==> config.mk <==
export PLATFORM = sky130hd
export DESIGN_NAME = centroid_tracker
export DESIGN_NICKNAME = d
export VERILOG_FILES = /design/src/rtl/centroid_tracker.sv
export SDC_FILE = /design/constraint.sdc
export NUM_CORES = 1
export LEC_CHECK = 0
export ABC_CLOCK_PERIOD_IN_PS = 3200
export CAP_MARGIN = 40
export CORE_AREA = 5 5 313 162
export CTS_CLUSTER_SIZE = 24
export DETAILED_ROUTE_END_ITERATION = 10
export DIE_AREA = 0 0 318 167
export HOLD_SLACK_MARGIN = 0.15
export RECOVER_POWER = 50
export SETUP_SLACK_MARGIN = 0.5
export SLEW_MARGIN = 40
export SYNTH_ARGS = -nofsm -noshare
export SYNTH_HDL_FRONTEND = slang
export SYNTH_SLANG_ARGS = --single-unit
==> constraint.sdc <==
create_clock -name clk_in -period 3.2 [get_ports clk_in]
set_input_delay 0.32 -clock clk_in [delete_from_list [all_inputs] [get_ports clk_in]]
set_output_delay 0.32 -clock clk_in [all_outputs]
set_load 0.01 [all_outputs]
==> src/rtl/centroid_tracker.sv <==
// centroid_tracker: accumulates the coordinates of masked pixels over one
// frame and, at frame end, divides the x/y sums by the pixel count using two
// parallel restoring dividers (one quotient bit per cycle). The result feeds
// the crosshair generator and the juggling logic. One instance per channel.
//
// Optional build macro CENTROID_BBOX_EN adds a per-frame bounding box of the
// qualifying pixels, published in the same cycle as the centroid.
`timescale 1ns/1ps

module centroid_tracker #(
  parameter int H_ACTIVE = 1280,
  parameter int V_ACTIVE = 720,
  parameter int SUM_W    = 32,
  parameter int CNT_W    = 20
) (
  input  logic        clk_in,
  input  logic        rst_n_in,
  input  logic [10:0] hcount_in,
  input  logic [9:0]  vcount_in,
  input  logic        data_valid_in,
  input  logic        mask_in,
  input  logic        frame_done_in,
  output logic [10:0] x_out,
  output logic [9:0]  y_out,
  output logic        found_out,
  output logic        valid_out,
  output logic        busy_out
`ifdef CENTROID_BBOX_EN
  ,
  output logic [10:0] bbox_xmin_out,
  output logic [10:0] bbox_xmax_out,
  output logic [9:0]  bbox_ymin_out,
  output logic [9:0]  bbox_ymax_out
`endif
);

  localparam int STEP_W = $clog2(SUM_W);

  localparam logic [1:0] S_IDLE   = 2'd0;
  localparam logic [1:0] S_DIVIDE = 2'd1;
  localparam logic [1:0] S_DONE   = 2'd2;

  logic [1:0] state;

  // ---------------------------------------------------------------------------
  // Pixel qualification and accumulation
  // ---------------------------------------------------------------------------
  logic             pix_hit;
  logic [SUM_W-1:0] sum_x, sum_y;
  logic [CNT_W-1:0] count;
  logic [SUM_W-1:0] add_x, add_y;
  logic [SUM_W-1:0] final_x, final_y;
  logic [CNT_W-1:0] final_cnt;

  assign pix_hit = data_valid_in && mask_in &&
                   ({1'b0, hcount_in} < 12'(H_ACTIVE)) &&
                   ({1'b0, vcount_in} < 11'(V_ACTIVE));

  assign add_x = pix_hit ? SUM_W'(hcount_in) : '0;
  assign add_y = pix_hit ? SUM_W'(vcount_in) : '0;

  // A pixel arriving together with frame_done_in belongs to the closing frame,
  // so the snapshot is taken from these combined values, not the registers.
  assign final_x   = sum_x + add_x;
  assign final_y   = sum_y + add_y;
  assign final_cnt = count + CNT_W'(pix_hit);

  // FSM decision strobes shared by the centroid and bounding-box paths.
  logic start_div;
  logic start_zero;
  logic div_last;
  logic [STEP_W-1:0] step;

  assign start_div  = (state == S_IDLE) && frame_done_in && (final_cnt != '0);
  assign start_zero = (state == S_IDLE) && frame_done_in && (final_cnt == '0);
  assign div_last   = (state == S_DIVIDE) && (step == '0);

  // Accumulators: add qualifying pixels in every state, clear on frame close.
  // NOTE: sequential state is written with non-blocking assignments only, so
  // every always_ff reads the pre-edge value of every register.
  always_ff @(posedge clk_in or negedge rst_n_in) begin
    if (!rst_n_in) begin
      sum_x <= '0;
      sum_y <= '0;
      count <= '0;
    end else if (frame_done_in) begin
      sum_x <= '0;
      sum_y <= '0;
      count <= '0;
    end else begin
      sum_x <= final_x;
      sum_y <= final_y;
      count <= final_cnt;
    end
  end

  // ---------------------------------------------------------------------------
  // Restoring divider step: shift in the next dividend bit, subtract the
  // divisor when it fits. Returns {new remainder, quotient bit}.
  // ---------------------------------------------------------------------------
  function automatic logic [CNT_W:0] div_step(input logic [CNT_W-1:0] rem,
                                               input logic             din,
                                               input logic [CNT_W-1:0] dvs);
    logic [CNT_W:0] trial;
    trial = {rem, din};
    if (trial >= {1'b0, dvs}) begin
      return {CNT_W'(trial - {1'b0, dvs}), 1'b1};
    end
    return {CNT_W'(trial), 1'b0};
  endfunction

  // Dividend shift registers double as quotient registers: each step shifts
  // the consumed dividend MSB out and the new quotient bit in at the LSB.
  logic [SUM_W-1:0] dvd_x, dvd_y;
  logic [CNT_W-1:0] rem_x, rem_y;
  logic [CNT_W-1:0] divisor;
  logic [CNT_W:0]   step_x, step_y;

  assign step_x = div_step(rem_x, dvd_x[SUM_W-1], divisor);
  assign step_y = div_step(rem_y, dvd_y[SUM_W-1], divisor);

  // Frame FSM, divider datapath and registered centroid outputs.
  // NOTE: the divider datapath is reset along with the control state so that
  // no register ever powers up unknown; there are no memory arrays here.
  always_ff @(posedge clk_in or negedge rst_n_in) begin
    if (!rst_n_in) begin
      state     <= S_IDLE;
      dvd_x     <= '0;
      dvd_y     <= '0;
      rem_x     <= '0;
      rem_y     <= '0;
      divisor   <= '0;
      step      <= '0;
      x_out     <= '0;
      y_out     <= '0;
      found_out <= 1'b0;
    end else begin
      case (state)
        S_IDLE: begin
          if (start_zero) begin
            // Empty frame: keep the last centroid, flag not found.
            found_out <= 1'b0;
            state     <= S_DONE;
          end else if (start_div) begin
            dvd_x   <= final_x;
            dvd_y   <= final_y;
            divisor <= final_cnt;
            rem_x   <= '0;
            rem_y   <= '0;
            step    <= STEP_W'(SUM_W - 1);
            state   <= S_DIVIDE;
          end
        end
        S_DIVIDE: begin
          dvd_x <= {dvd_x[SUM_W-2:0], step_x[0]};
          dvd_y <= {dvd_y[SUM_W-2:0], step_y[0]};
          rem_x <= step_x[CNT_W:1];
          rem_y <= step_y[CNT_W:1];
          step  <= step - STEP_W'(1);
          if (div_last) begin
            // Final quotient bit joins the LSBs directly; floor division.
            x_out     <= {dvd_x[9:0], step_x[0]};
            y_out     <= {dvd_y[8:0], step_y[0]};
            found_out <= 1'b1;
            state     <= S_DONE;
          end
        end
        S_DONE: begin
          state <= S_IDLE;
        end
        default: begin
          state <= S_IDLE;
        end
      endcase
    end
  end

  assign valid_out = (state == S_DONE);
  assign busy_out  = (state == S_DIVIDE);

`ifdef CENTROID_BBOX_EN
  // ---------------------------------------------------------------------------
  // Bounding box: running min/max, snapshot at frame close, publish with the
  // centroid. Min trackers rest at the far corner, max trackers at zero.
  // ---------------------------------------------------------------------------
  localparam logic [10:0] X_MIN_INIT = 11'(H_ACTIVE - 1);
  localparam logic [9:0]  Y_MIN_INIT = 10'(V_ACTIVE - 1);

  logic [10:0] run_xmin, run_xmax, fin_xmin, fin_xmax, snap_xmin, snap_xmax;
  logic [9:0]  run_ymin, run_ymax, fin_ymin, fin_ymax, snap_ymin, snap_ymax;

  assign fin_xmin = (pix_hit && hcount_in < run_xmin) ? hcount_in : run_xmin;
  assign fin_xmax = (pix_hit && hcount_in > run_xmax) ? hcount_in : run_xmax;
  assign fin_ymin = (pix_hit && vcount_in < run_ymin) ? vcount_in : run_ymin;
  assign fin_ymax = (pix_hit && vcount_in > run_ymax) ? vcount_in : run_ymax;

  // Running extents: track in every state, return to rest on frame close.
  always_ff @(posedge clk_in or negedge rst_n_in) begin
    if (!rst_n_in) begin
      run_xmin <= X_MIN_INIT;
      run_xmax <= '0;
      run_ymin <= Y_MIN_INIT;
      run_ymax <= '0;
    end else if (frame_done_in) begin
      run_xmin <= X_MIN_INIT;
      run_xmax <= '0;
      run_ymin <= Y_MIN_INIT;
      run_ymax <= '0;
    end else begin
      run_xmin <= fin_xmin;
      run_xmax <= fin_xmax;
      run_ymin <= fin_ymin;
      run_ymax <= fin_ymax;
    end
  end

  // Snapshot on an accepted frame, publish when the division completes.
  always_ff @(posedge clk_in or negedge rst_n_in) begin
    if (!rst_n_in) begin
      snap_xmin     <= '0;
      snap_xmax     <= '0;
      snap_ymin     <= '0;
      snap_ymax     <= '0;
      bbox_xmin_out <= '0;
      bbox_xmax_out <= '0;
      bbox_ymin_out <= '0;
      bbox_ymax_out <= '0;
    end else begin
      if (start_div) begin
        snap_xmin <= fin_xmin;
        snap_xmax <= fin_xmax;
        snap_ymin <= fin_ymin;
        snap_ymax <= fin_ymax;
      end
      if (start_zero) begin
        bbox_xmin_out <= '0;
        bbox_xmax_out <= '0;
        bbox_ymin_out <= '0;
        bbox_ymax_out <= '0;
      end else if (div_last) begin
        bbox_xmin_out <= snap_xmin;
        bbox_xmax_out <= snap_xmax;
        bbox_ymin_out <= snap_ymin;
        bbox_ymax_out <= snap_ymax;
      end
    end
  end
`endif

endmodule
## After elaboration in Yosys (flattened, before gate mapping)

Cells that the tools add are included.

| storage, ports and cells | value |
|---|---|
| bits of input ports | 26 |
| RAM bits | 0 |
| memories kept | 0 |
| register bits | 237 |
| output and inout port bits | 24 |
| bits in latches | 0 |
| bits in read-only memories | 0 |

| operators by class | value |
|---|---|
| add/sub/neg operators | 6 |
| reductions and logical operators | 17 |
| $mul | 0 |
| $lt $le $gt $ge | 4 |
| bitwise operators | 1 |
| shift operators | 0 |
| equality and inequality tests | 7 |
| divide/modulo/power cells | 0 |
| muxes and demuxes | 31 |

Operator list:

| cell | number |
|---|---|
| two-way mux 32 bit | 6 |
| one-hot mux 32 bit (2 select lines) | 2 |
| two-way mux 21 bit | 4 |
| one-hot mux 20 bit (2 select lines) | 2 |
| two-way mux 20 bit | 3 |
| >= comparator 21 x 20 -> 1 bit | 2 |
| subtractor 20 bit | 2 |
| adder 32 x 10 -> 32 bit | 1 |
| adder 32 x 11 -> 32 bit | 1 |
| adder 20 x 1 -> 20 bit | 1 |
| zero test 20 bit | 1 |
| nonzero test 20 bit | 1 |
| < comparator 11 bit (second input constant) | 1 |
| two-way mux 11 bit | 1 |
| < comparator 10 bit (second input constant) | 1 |
| two-way mux 10 bit | 1 |
| two-way mux 5 bit | 2 |
| one-hot mux 5 bit (2 select lines) | 1 |
| AND reduction 3 bit | 3 |
| logical AND 1 bit | 7 |
| two-way mux 2 bit | 3 |
| != test 2 bit (second input constant) | 3 |
| zero test 5 bit | 1 |
| subtractor 5 x 1 -> 5 bit (second input constant) | 1 |
| 11 further kinds | 15 |

## Longest topological paths before layout

Gate-level depths: netlist of the first run.

| depth | value |
|---|---|
| depth after elaboration | 9 |
| depth in mapped cells | 17 |
| mapped depth without buffers | 14 |

## Least setup slack after synthesis of the first run

OpenSTA, ideal clock, no wires.

| timing path | value |
|---|---|
| path kind | input to register |
| start point | input vcount_in[4] |
| end point | register dvd_y[1] |
| library setup time | 0.138 ns |
| slack | -0.088 ns |
| required time | 3.062 ns |
| arrival time | 3.150 ns |
| cell stages on the path | 17 |
| cell sequence | o211ai_1 > nand2b_1 > a21oi_1 > clkbuf_1 > ha_1 > ha_1 > buf_2 > nand2_1 > nor2_1 > nand3_1 > xor2_1 > and4b_4 > a21oi_4 > buf_8 > buf_6 > mux2i_1 > a21oi_1 |

| between the ends | value |
|---|---|
| cells in the longest elaborated chain, start to end | 7 |

Ends and longest elaborated chain:

| element | line | text |
|---|---|---|
| start, declared | 19 | `input logic [9:0] vcount_in,` |
| < comparator 10 bit * | 57 | `({1'b0, vcount_in} < 11'(V_ACTIVE));` |
| logical AND 1 bit * | 56 | `({1'b0, hcount_in} < 12'(H_ACTIVE)) &&` |
| adder 20 x 1 -> 20 bit or two-way mux 10 bit (tied branches) | 66, 60 |  |
| zero test 20 bit (tied with other cells) | 75 | `assign start_zero = (state == S_IDLE) && frame_done_in && (final_cnt == '0);` |
| logical AND 1 bit (tied with other cells) | 75 |  |
| != test 2 bit (no line) or two-way mux 32 bit (tied branches) | n/a |  |
| AND reduction 3 bit (no line) or one-hot mux 32 bit (2 select lines) (tied branches) | n/a |  |
| end signal, assigned | 146 | `dvd_y <= final_y;` |
| end signal, assigned | 156 | `dvd_y <= {dvd_y[SUM_W-2:0], step_y[0]};` |
| end, declared | 114 | `logic [SUM_W-1:0] dvd_x, dvd_y;` |

Every way passes the cells marked *; elsewhere a longest branch is shown, timed or not. The select of a mux whose other input is x is not followed.
A chain may end at the register's enable or synchronous reset.

## Worst setup path after layout of the first run

| timing path | value |
|---|---|
| start point | input vcount_in[4] |
| end point | register dvd_y[11] |

| between the ends | value |
|---|---|
| cells in the longest elaborated chain, start to end | 7 |

Ends and longest elaborated chain:

| element | line |
|---|---|
| < comparator 10 bit | 57 |
| logical AND 1 bit | 56 |
| adder 20 x 1 -> 20 bit or two-way mux 10 bit (tied branches) | 66, 60 |
| zero test 20 bit (tied with other cells) | 75 |
| logical AND 1 bit (tied with other cells) | 75 |
| != test 2 bit (no line) or two-way mux 32 bit (tied branches) | n/a |
| AND reduction 3 bit (no line) or one-hot mux 32 bit (2 select lines) (tied branches) | n/a |

Several ways; a longest one is shown, not always the timed one. The select of a mux whose other input is x is not followed.

==> results of run 1 <==
[cells in the final DEF, fill, tap and decap left out, types with 13 or more instances in the layout]
master and count:
inv_1 48, o21a_1 20, xor2_1 40, nor2_2 13, nand2_1 107, o21ai_0 35
mux2i_1 21, o221ai_1 23, a21oi_1 51, a21oi_2 13, mux2_4 13, a22oi_1 55
and2_1 21, a21o_1 18, nor2_1 137, ha_1 40, and2_4 21, nand3_1 30
o21ai_2 16, o2bb2ai_2 14, buf_4 153, buf_6 48, buf_12 17, xnor2_1 50
clkbuf_16 24, nor2_4 21, clkdlybuf4s50_1 36, o21ai_1 13, nand4_1 14, nor3_1 14
o22ai_2 13, ha_4 23, dfrtp_1 232
[worst reg2reg max path: stages (launching register included)]
cell	delay, ns
dfrtp_1	0.40
ha_4	0.18
and3_1	0.21
or3_1	0.33
a211oi_2	0.24
nand4_1	0.16
nor4b_4	0.41
a21oi_4	0.11
buf_12	0.16
buf_12	0.15
buf_12	0.14
mux2_4	0.30
o21ai_2	0.12
[registers in the layout (all words and copies together) (netlist names)]
signal     cells
dvd_x         32
dvd_y         32
sum_x         32
sum_y         32
count         20
divisor       20
rem_x         20
rem_y         20
x_out         11
y_out         10
step           5
state          2
found_out      1
[stage by stage]
stage | setup slack, ns | hold WS [ns] | TNS [ns] | instances | power (µW)
6_report | 0.185 | 0.345 | 0 | 2377 | 17300
5_1_grt | 0.114 | 0.393 | 0 | 2377 | 18200
4_1_cts | 0.231 | 0.360 | 0 | 2341 | 16300
3_5_place_dp | -0.885 | 0.353 | -118.76 | 2244 | 11900
3_3_place_gp | -0.851 | 0.346 | -118.94 | 2242 | 11600
2_1_floorplan | 0.168 | 0.0244 | 0 | 1478 | 9600
[power groups by stage]
stage / Sequential (µW) / Combinational, µW / Clock [µW]
after global placement: 4610 / 6960 / 0
after floorplan: 4390 / 5220 / 0
after CTS: 4650 / 8650 / 2970
after global routing: 4790 / 10400 / 3080
after detailed placement: 4640 / 7230 / 0
final: 4690 / 9700 / 2920
[final cells by class]
type                    instances  share of cell area
inverters                      56              0.0105
clock buffers                  34              0.0339
clock inverters                 7             0.00488
flip-flops and latches        237               0.297
repair buffers                284               0.144
multi-input cells            1110               0.469
well taps                     649              0.0406
[what timing repair did]
item	CTS	global route
cloned	14	2
buffers inserted	41	34
hold buffers	1	0
endpoints found under the hold margin	72	0
gates resized for setup	252	183
endpoints found under the setup margin	186	182
pin swaps	70	88
[how the worst max path moves through the flow]
stage,slack (ns),endpoint
detailed placement,-0.88,dvd_y[19]$_DFFE_PN0P_
finish,0.18,dvd_y[11]$_DFFE_PN0P_
floorplan,0.17,dvd_y[1]$_DFFE_PN0P_
global placement,-0.85,dvd_x[0]$_DFFE_PN0P_
CTS,0.23,dvd_y[11]$_DFFE_PN0P_
global route,0.11,dvd_y[11]$_DFFE_PN0P_
[layer usage]
metal	wire (µm)	vias up	part of all wire	track usage
met4	692	0	0.015	0.0239
met2	18500	443	0.39	0.216
li1	-	5792	-	-
met5	0	-	0	0
met3	3930	44	0.083	0.0313
met1	24400	6419	0.51	0.286
[cell families after synthesis]
kind of cell	count (synthesis)	share of synthesized area
and+or+nand+nor	488	0.169
DFF	237	0.420
xor gates and xnor gates	113	0.0701
AOI/OAI and AO/OA	382	0.192
adders and majority gates	69	0.0633
muxes	55	0.0442
buffers and inverters	134	0.0415
==> results_dict.tcl, run 1 <==
set metrics [dict create \
    crit_fanout 6 \
    placed_area_mm2 0.0164 \
    switching_share 0.419 \
    worstPathCellList "buf_6 > o211ai_1 > nand2b_4 > a21oi_4 > buf_6 > ha_4 > ha_4 > nand2_1 > o21a_1 > nor3_1 > nand4_1 > nor4b_4 > a21oi_4 > buf_12 > buf_12 > buf_12 > mux2_4 > o21ai_2" \
    drive_above_1_share 0.345 \
    timing.slew.headroom -0.400 \
    dieArea_mm2 0.0531 \
    synthFlopType "dfrtp_1" \
    grt_setup_unrepaired "true" \
    die_height_um 167 \
    crit_type "in2reg" \
    rrSetupSlack_ns 0.23 \
    yosysUniqueCellTypes 79 \
    p_int_uw 10100 \
    violations "max-capacitance violations, max-slew violations" \
    clock_skew_ns 0.0183 \
    vias 12700 \
    register_area_mm2 0.00594 \
    critPathSlowestCell "nor4b_4" \
    status "complete, but fails checks" \
    synth_top_cell_area_share 0.420 \
    synth_edf_count 0 \
    clockPowerShare 0.169 \
    synth_seq_cells 237 \
    rr_endpoint "dvd_y[11]$_DFFE_PN0P_" \
    fp-row-count 57 \
    path_depth 18 \
    p_switching_uw 7250 \
    synth_cells 1478 \
    grt_overflow 0 \
    max_clock_freq_mhz 332 \
    worst_hold_path_type "in2reg" \
    drt-pass1-iter-count 5 \
    async_reset_ff_frac 1.00 \
    cts.sinks 237 \
    r2r-start "count[0]$_DFF_PN0_" \
    antenna_cells 0 \
    cp_common_cell "buf_12" \
    gp_congestion 0.923 \
    core_mm2 0.0477 \
    grt_pass1_vias 12100 \
    final_cell_area_mm2 0.0200 \
    netlist.top_cell.by_area "dfrtp_1" \
    htree_levels 1 \
    synthTopCellsByArea "dfrtp_1 42%, ha_1 5.8%, nor2_1 4.5%" \
    wl_per_cell_um 20.0 \
    grt_pass1_wl_mm 72.4 \
    grt_max_degree 87 \
    drt_iter0_drc 1130 \
    cts_inserted_buffers 23 \
    slew_violations 75 \
    ys_seq_area_frac 0.420 \
    avgViaCountPerCell 5.34 \
    cp_top_family "simple AND/OR/NAND/NOR gates" \
    min_to "sum_x[9]$_DFF_PN0_" \
    clockRootBuffer "clkbuf_16" \
    reg2regPathDepth 12 \
    crit_path_start "vcount_in[4]" \
    path_buf_inv 5 \
    tritoncts "yes" \
    start_util 0.296 \
    pwr-share-seq 0.271 \
    slowest_delay_ns 0.41 \
    nNetsFinal 1807 \
    synth_most_common_cell "dfrtp_1" \
    routed_wl_mm 47.5 \
    multiInputGateArea_mm2 0.00938 \
    track_usage 0.168 \
    worst_slew_pin_slew_ns 2.10 \
    critical_path.startpoint_type "input port" \
    timing.final.crit_share 0.942 \
    grt_antenna_before_repair 0 \
    crit_arrival_ns 3.48 \
    postSynthAreaPerCell_um2 9.55 \
    vdd_drop_max_uv 439 \
    required_ns 3.66 \
    power_frac_comb 0.560 \
    min_period_ns 3.02 \
    synth_nets 1573 \
    drc 0 \
    fill_cells 4449 \
    clk_latency_ns 0.54 \
    cts_max_path_buffers 3 \
    drv_cap 1 \
    holdCritStartpoint "frame_done_in" \
    clk_pin_slew_worst_paths_ns 0.07 \
    fin_util 0.419 \
    port_buffers 49 \
    postRouteAntennaNets 0 \
    die_x_um 318 \
    hpwl_mm 30.8 \
    syn_area_mm2 0.0141 \
    ioPinCount 50 \
    yosysWarnings 0 \
    p_leak_uw 0.00852 \
    area_growth_pct 41.6 \
    endpoint_kind "register" \
    holdPathStages 3 \
    hold_violations 0 \
    power_density_mw_per_mm2 866 \
    setup_viol 0 \
    synthTopCellsByCount "237 x dfrtp_1, 169 x nor2_1, 118 x nand2_1" \
]
Power figures use the tool's default switching activity.
==> run 2, diff against run 1 <==
- CAP_MARGIN: 40 -> 25
- CTS_CLUSTER_SIZE: 24 -> 40
- GPL_ROUTABILITY_DRIVEN: unset -> 0
==> run 2 against run 1 <==
Against the previous run:
- the flow still finishes with violations (max-capacitance violations, max-slew violations)
- non-clock buffer count down 4
- sequential share of layout area fell by 0.15 points
- flip-flop and latch count unchanged
- register-to-register slack barely moved
- cell count down 0.13%
- critical path type is now reg2reg
- largest power group unchanged
- highest routed layer unchanged
==> results_dict.tcl, run 2 (synthesized netlist as in run 1, its figures left out) <==
set metrics [dict create \
    status "complete, but fails checks" \
    violations "max-capacitance violations, max-slew violations" \
    worst_slew_pin_slew_ns 2.18 \
    track_usage 0.164 \
    power_density_mw_per_mm2 855 \
    cts.sinks 237 \
    power_uw 17200 \
    min_period_ns 2.98 \
    postRouteAntennaNets 0 \
    drive_above_1_share 0.354 \
    required_ns 3.67 \
    vias 12700 \
    timing.final.crit_share 0.931 \
    htree_levels 1 \
    worst_hold_path_type "in2reg" \
    grt_antenna_before_repair 0 \
    setup_viol 0 \
    die_x_um 318 \
    drt_iter0_drc 1074 \
    tritoncts "yes" \
    clk_latency_ns 0.54 \
    die_height_um 167 \
    clk_pin_slew_worst_paths_ns 0.07 \
    critPathSlowestCell "dfrtp_1" \
    critical_path.startpoint_type "register" \
    hpwl_mm 30.6 \
    area_growth_pct 42.2 \
    crit_type "reg2reg" \
    start_util 0.296 \
    dieArea_mm2 0.0531 \
    crit_fanout 9 \
    fill_cells 4441 \
    routed_wl_mm 47.6 \
    fin_tns_setup_ns 0 \
    wl_per_cell_um 20.0 \
    cp_common_cell "buf_12" \
    max_clock_freq_mhz 336 \
    grt_max_degree 87 \
    timing.slew.headroom -0.456 \
    fp-row-count 57 \
    cts_inserted_buffers 23 \
    ioPinCount 50 \
    drt-pass1-iter-count 5 \
    hold_violations 0 \
    antenna_cells 0 \
    final_common_cell "dfrtp_1" \
    drc 0 \
    grt_pass1_wl_mm 70.7 \
    avgViaCountPerCell 5.34 \
    slew_violations 75 \
    worstPathCellList "and3_1 > or3_1 > a211oi_2 > nand4_1 > nor4b_4 > a21oi_4 > buf_12 > buf_12 > buf_4 > mux2_4 > o21ai_2" \
    port_buffers 49 \
    grt_setup_unrepaired "true" \
    nNetsFinal 1805 \
    p_leak_uw 0.00852 \
    final_cell_mix "234 x dfrtp_1, 155 x buf_4, 141 x nor2_1, 108 x nand2_1, 55 x a22oi_1" \
    slowest_delay_ns 0.55 \
    cts_max_path_buffers 3 \
    crit_arrival_ns 3.44 \
    fin_ws_ns 0.221 \
    vdd_drop_max_uv 527 \
    clock_skew_ns 0.0132 \
    drv_cap 1 \
    grt_pass1_vias 11900 \
    core_mm2 0.0477 \
    grt_overflow 0 \
    pre_cts_ws_ns -0.945 \
    endpoint_kind "register" \
    clockRootBuffer "clkbuf_16" \
]
[run 2: cell types whose count changed in the layout (fill, tap and decap cells not counted), sizes merged]
cell,before,now
a21oi,68,67
and2,42,43
buf,238,228
bufinv,2,1
clkbuf,39,43
clkdlybuf4s50,36,35
clkinv,2,1
dlygate4sd2,2,4
dlygate4sd3,1,2
inv,57,58
nand2,120,122
[run 2: layout make-up]
| cell class | instances | area, µm² | area share |
|---|---|---|---|
| clock buffers | 34 | 687 | 0.0342 |
| flip-flops and latches | 237 | 5930 | 0.296 |
| repair buffers | 280 | 2830 | 0.141 |
| well taps | 649 | 812 | 0.0404 |
| multi-input cells | 1112 | 9540 | 0.475 |
| inverters | 56 | 215 | 0.0107 |
| clock inverters | 6 | 67.6 | 0.00336 |
[run 2: repair_timing]
item / CTS / global route
hold buffers: 1 / 0
hold endpoints to repair: 72 / 0
setup buffers: 35 / 37
endpoints found under the setup margin: 187 / 180
cloned: 10 / 9
pin swaps: 60 / 75
resized for setup: 215 / 225
[run 2: path summary, 6_finish.rpt]
kind / from / endpoint / slack [ns] / cells past startpoint
setup / recovery: count[2]$_DFF_PN0_ / dvd_y[11]$_DFFE_PN0P_ / 0.22 / 11
hold / removal: frame_done_in / sum_x[10]$_DFF_PN0_ / 0.37 / 3
setup reg to reg: count[2]$_DFF_PN0_ / dvd_y[11]$_DFFE_PN0P_ / 0.22 / 11
hold reg to reg: x_out[5]$_DFFE_PN0P_ / x_out[5]$_DFFE_PN0P_ / 0.48 / 2
max in group asynchronous: rst_n_in / sum_y[6]$_DFF_PN0_ / 0.70 / 3
min in group asynchronous: rst_n_in / sum_x[10]$_DFF_PN0_ / 0.92 / 2
[run 2: stage by stage]
step	util	hold WS, ns	std cells	area (µm²)
after floorplan	-	0.0244	1478	14300
after global placement	0.343	0.346	2242	16400
after detailed placement	0.343	0.351	2242	16400
after CTS	0.389	0.366	2328	18600
after global routing	0.421	0.424	2374	20100
final	0.421	0.369	2374	20100
[run 2: critical path: cells and delay by family (launching register included)]
kind                   cells  cell delay [ns]
and+or+nand+nor            4             1.16
DFF                        1             0.55
buffers and inverters      3             0.45
AOI/OAI and AO/OA          3             0.45
muxes                      1             0.29
[run 2: routing by layer]
metal | share of wire | vias to the layer above | GRT usage
met3 | 0.092 | 44 | 0.0445
met5 | 0 | - | 0
met4 | 0.014 | 0 | 0.0229
met2 | 0.39 | 451 | 0.208
li1 | - | 5796 | -
met1 | 0.51 | 6381 | 0.274
[run 2: where the power goes]
part	internal (µW)	switching, µW	total, µW
Sequential	3850	858	4710
Clock	1570	1280	2850
Combinational	4550	5050	9600
==> run 3, diff against run 2 <==
- CTS_BUF_LIST: unset -> sky130_fd_sc_hd__clkbuf_16
==> run 3 against run 2 <==
Against the previous run:
- the flow still finishes with violations (max-capacitance violations, max-slew violations)
- core utilization fell by 0.15 points
- critical path type is now in2reg
- first-iteration DRC count shrank 1.8%
- global-route usage about the same
==> results_dict.tcl, run 3 (synthesized netlist as in run 1, its figures left out) <==
set metrics [dict create \
    drive_above_1_share 0.347 \
    cp_top_family "buffers and inverters" \
    fp-row-count 57 \
    fin_cells 2372 \
    clk_latency_ns 0.54 \
    routed_wl_mm 47.2 \
    cts_max_path_buffers 3 \
    htree_levels 1 \
    area_growth_pct 41.7 \
    timing.slew.headroom -0.446 \
    final_cell_mix "235 x dfrtp_1, 151 x buf_4, 143 x nor2_1, 106 x nand2_1, 55 x a22oi_1" \
    slowest_delay_ns 0.30 \
    final_cell_area_mm2 0.0200 \
    cts.sinks 237 \
    die_x_um 318 \
    placedCellCount 2242 \
    hpwl_mm 30.6 \
    hold_violations 0 \
    grt_pass1_wl_mm 70.6 \
    required_ns 3.66 \
    fill_cells 4457 \
    critPathSlowestCell "nor3_2" \
    setup_viol 0 \
    r2r-start "count[2]$_DFF_PN0_" \
    crit_path_start "vcount_in[4]" \
    worst_slew_pin_slew_ns 2.17 \
    holdCritStartpoint "frame_done_in" \
    antenna_cells 0 \
    port_buffers 49 \
    crit_fanout 8 \
    worst_hold_path_type "in2reg" \
    min_period_ns 3.00 \
    crit_type "in2reg" \
    critical_path.startpoint_type "input port" \
    dieArea_mm2 0.0531 \
    drv_cap 1 \
    p_int_uw 9930 \
    clock_skew_ns 0.0153 \
    fin_util 0.419 \
    avgViaCountPerCell 5.28 \
    cp_common_cell "buf_4" \
    fin_tns_setup_ns 0 \
    power_uw 17200 \
    grt_antenna_before_repair 0 \
    path_buf_inv 8 \
    clockPowerShare 0.154 \
    grt_pass1_vias 11800 \
    grt_overflow 0 \
    worstPathCellList "buf_6 > o211ai_1 > nand2b_4 > a21oi_4 > buf_6 > ha_4 > buf_4 > nand3_4 > buf_4 > nor3_2 > nor3_1 > a31oi_2 > nor4b_4 > buf_4 > a211oi_4 > buf_6 > buf_4 > buf_2 > nor2_1 > a21oi_1" \
    clockRootBuffer "clkbuf_16" \
    power_density_mw_per_mm2 859 \
    timing.final.crit_share 0.938 \
    wl_per_cell_um 19.9 \
    drc 0 \
    drt_iter0_drc 1055 \
    start_util 0.296 \
    ioPinCount 50 \
    nNetsFinal 1803 \
    grt_setup_unrepaired "true" \
    vias 12500 \
    final_common_cell "dfrtp_1" \
    endpoint_kind "register" \
    cts_inserted_buffers 23 \
    drt-pass1-iter-count 6 \
    switching_share 0.422 \
    violations "max-capacitance violations, max-slew violations" \
    placed_area_mm2 0.0164 \
    max_clock_freq_mhz 333 \
    die_height_um 167 \
    power_frac_comb 0.571 \
    vdd_drop_max_uv 413 \
    pwr-share-seq 0.274 \
    tritoncts "yes" \
    p_switching_uw 7250 \
    p_leak_uw 0.00846 \
    grt_max_degree 87 \
    postRouteAntennaNets 0 \
    status "complete, but fails checks" \
    clk_pin_slew_worst_paths_ns 0.07 \
    crit_arrival_ns 3.46 \
    core_mm2 0.0477 \
    slew_violations 75 \
    track_usage 0.164 \
]
run 3: cell types whose count changed in the layout (fill, tap and decap cells not counted), moves of 4 or more:
| cell | delta |
|---|---|
| clkbuf_8 | -7 |
| nor2_2 | -4 |
| buf_4 | -4 |
| clkinv_1 | +7 |
| buf_8 | +4 |
| and2_1 | -4 |
| clkbuf_1 | -4 |
| inv_1 | +5 |
run 3: metrics by stage:
| stage | worst slack, ns | hold slack, ns |
|---|---|---|
| final | 0.199 | 0.362 |
| after global routing | 0.0805 | 0.420 |
| after CTS | 0.209 | 0.366 |
| after detailed placement | -0.945 | 0.351 |
| after global placement | -0.851 | 0.346 |
| after floorplan | 0.168 | 0.0244 |
run 3: power groups by stage:
stage               combinational, µW  sequential, µW  clock (µW)
floorplan                        5220            4390           0
global placement                 6960            4610           0
detailed placement               7200            4630           0
CTS                              8540            4620        2700
global route                    10500            4810        2830
finish                           9810            4710        2650
run 3: path summary, 6_finish.rpt:
| check | endpoint | slack [ns] | cells past startpoint |
|---|---|---|---|
| max | divisor[15]$_DFFE_PN0P_ | 0.20 | 20 |
| min | sum_x[9]$_DFF_PN0_ | 0.36 | 3 |
| max reg2reg | dvd_y[15]$_DFFE_PN0P_ | 0.23 | 11 |
| min reg2reg | x_out[5]$_DFFE_PN0P_ | 0.49 | 2 |
| max in group asynchronous | sum_y[6]$_DFF_PN0_ | 0.68 | 3 |
| min in group asynchronous | sum_x[10]$_DFF_PN0_ | 0.91 | 2 |
run 3: repair_timing:
| action | 4_1_cts | 5_1_grt |
|---|---|---|
| hold endpoints to repair | 72 | 0 |
| setup endpoints to repair | 187 | 180 |
| pin swaps | 65 | 79 |
| buffers inserted | 34 | 38 |
| gates resized for setup | 223 | 224 |
| hold buffers | 1 | 0 |
| gates cloned | 10 | 7 |
run 3: worst min-delay path, delay by kind of cell:
kind          cells  cell delay [ns]
simple gates      1             0.14
buf+inv           2             0.39
run 3: area by class of cell:
cell class	instances	area, µm²	share of cell area
clock buffer	23	576	0.0288
clock inverter	17	109	0.00544
inverter	56	213	0.0106
multi-input combinational	1111	9540	0.477
sequential	237	5930	0.297
tap	649	812	0.0406
timing repair buffer	279	2830	0.141
run 3: per-layer routing:
layer	up-vias	GRT usage	share of wire
li1	5787	-	-
met3	42	0.0489	0.091
met5	-	0	0
met1	6265	0.272	0.51
met2	434	0.208	0.39
met4	0	0.0214	0.014
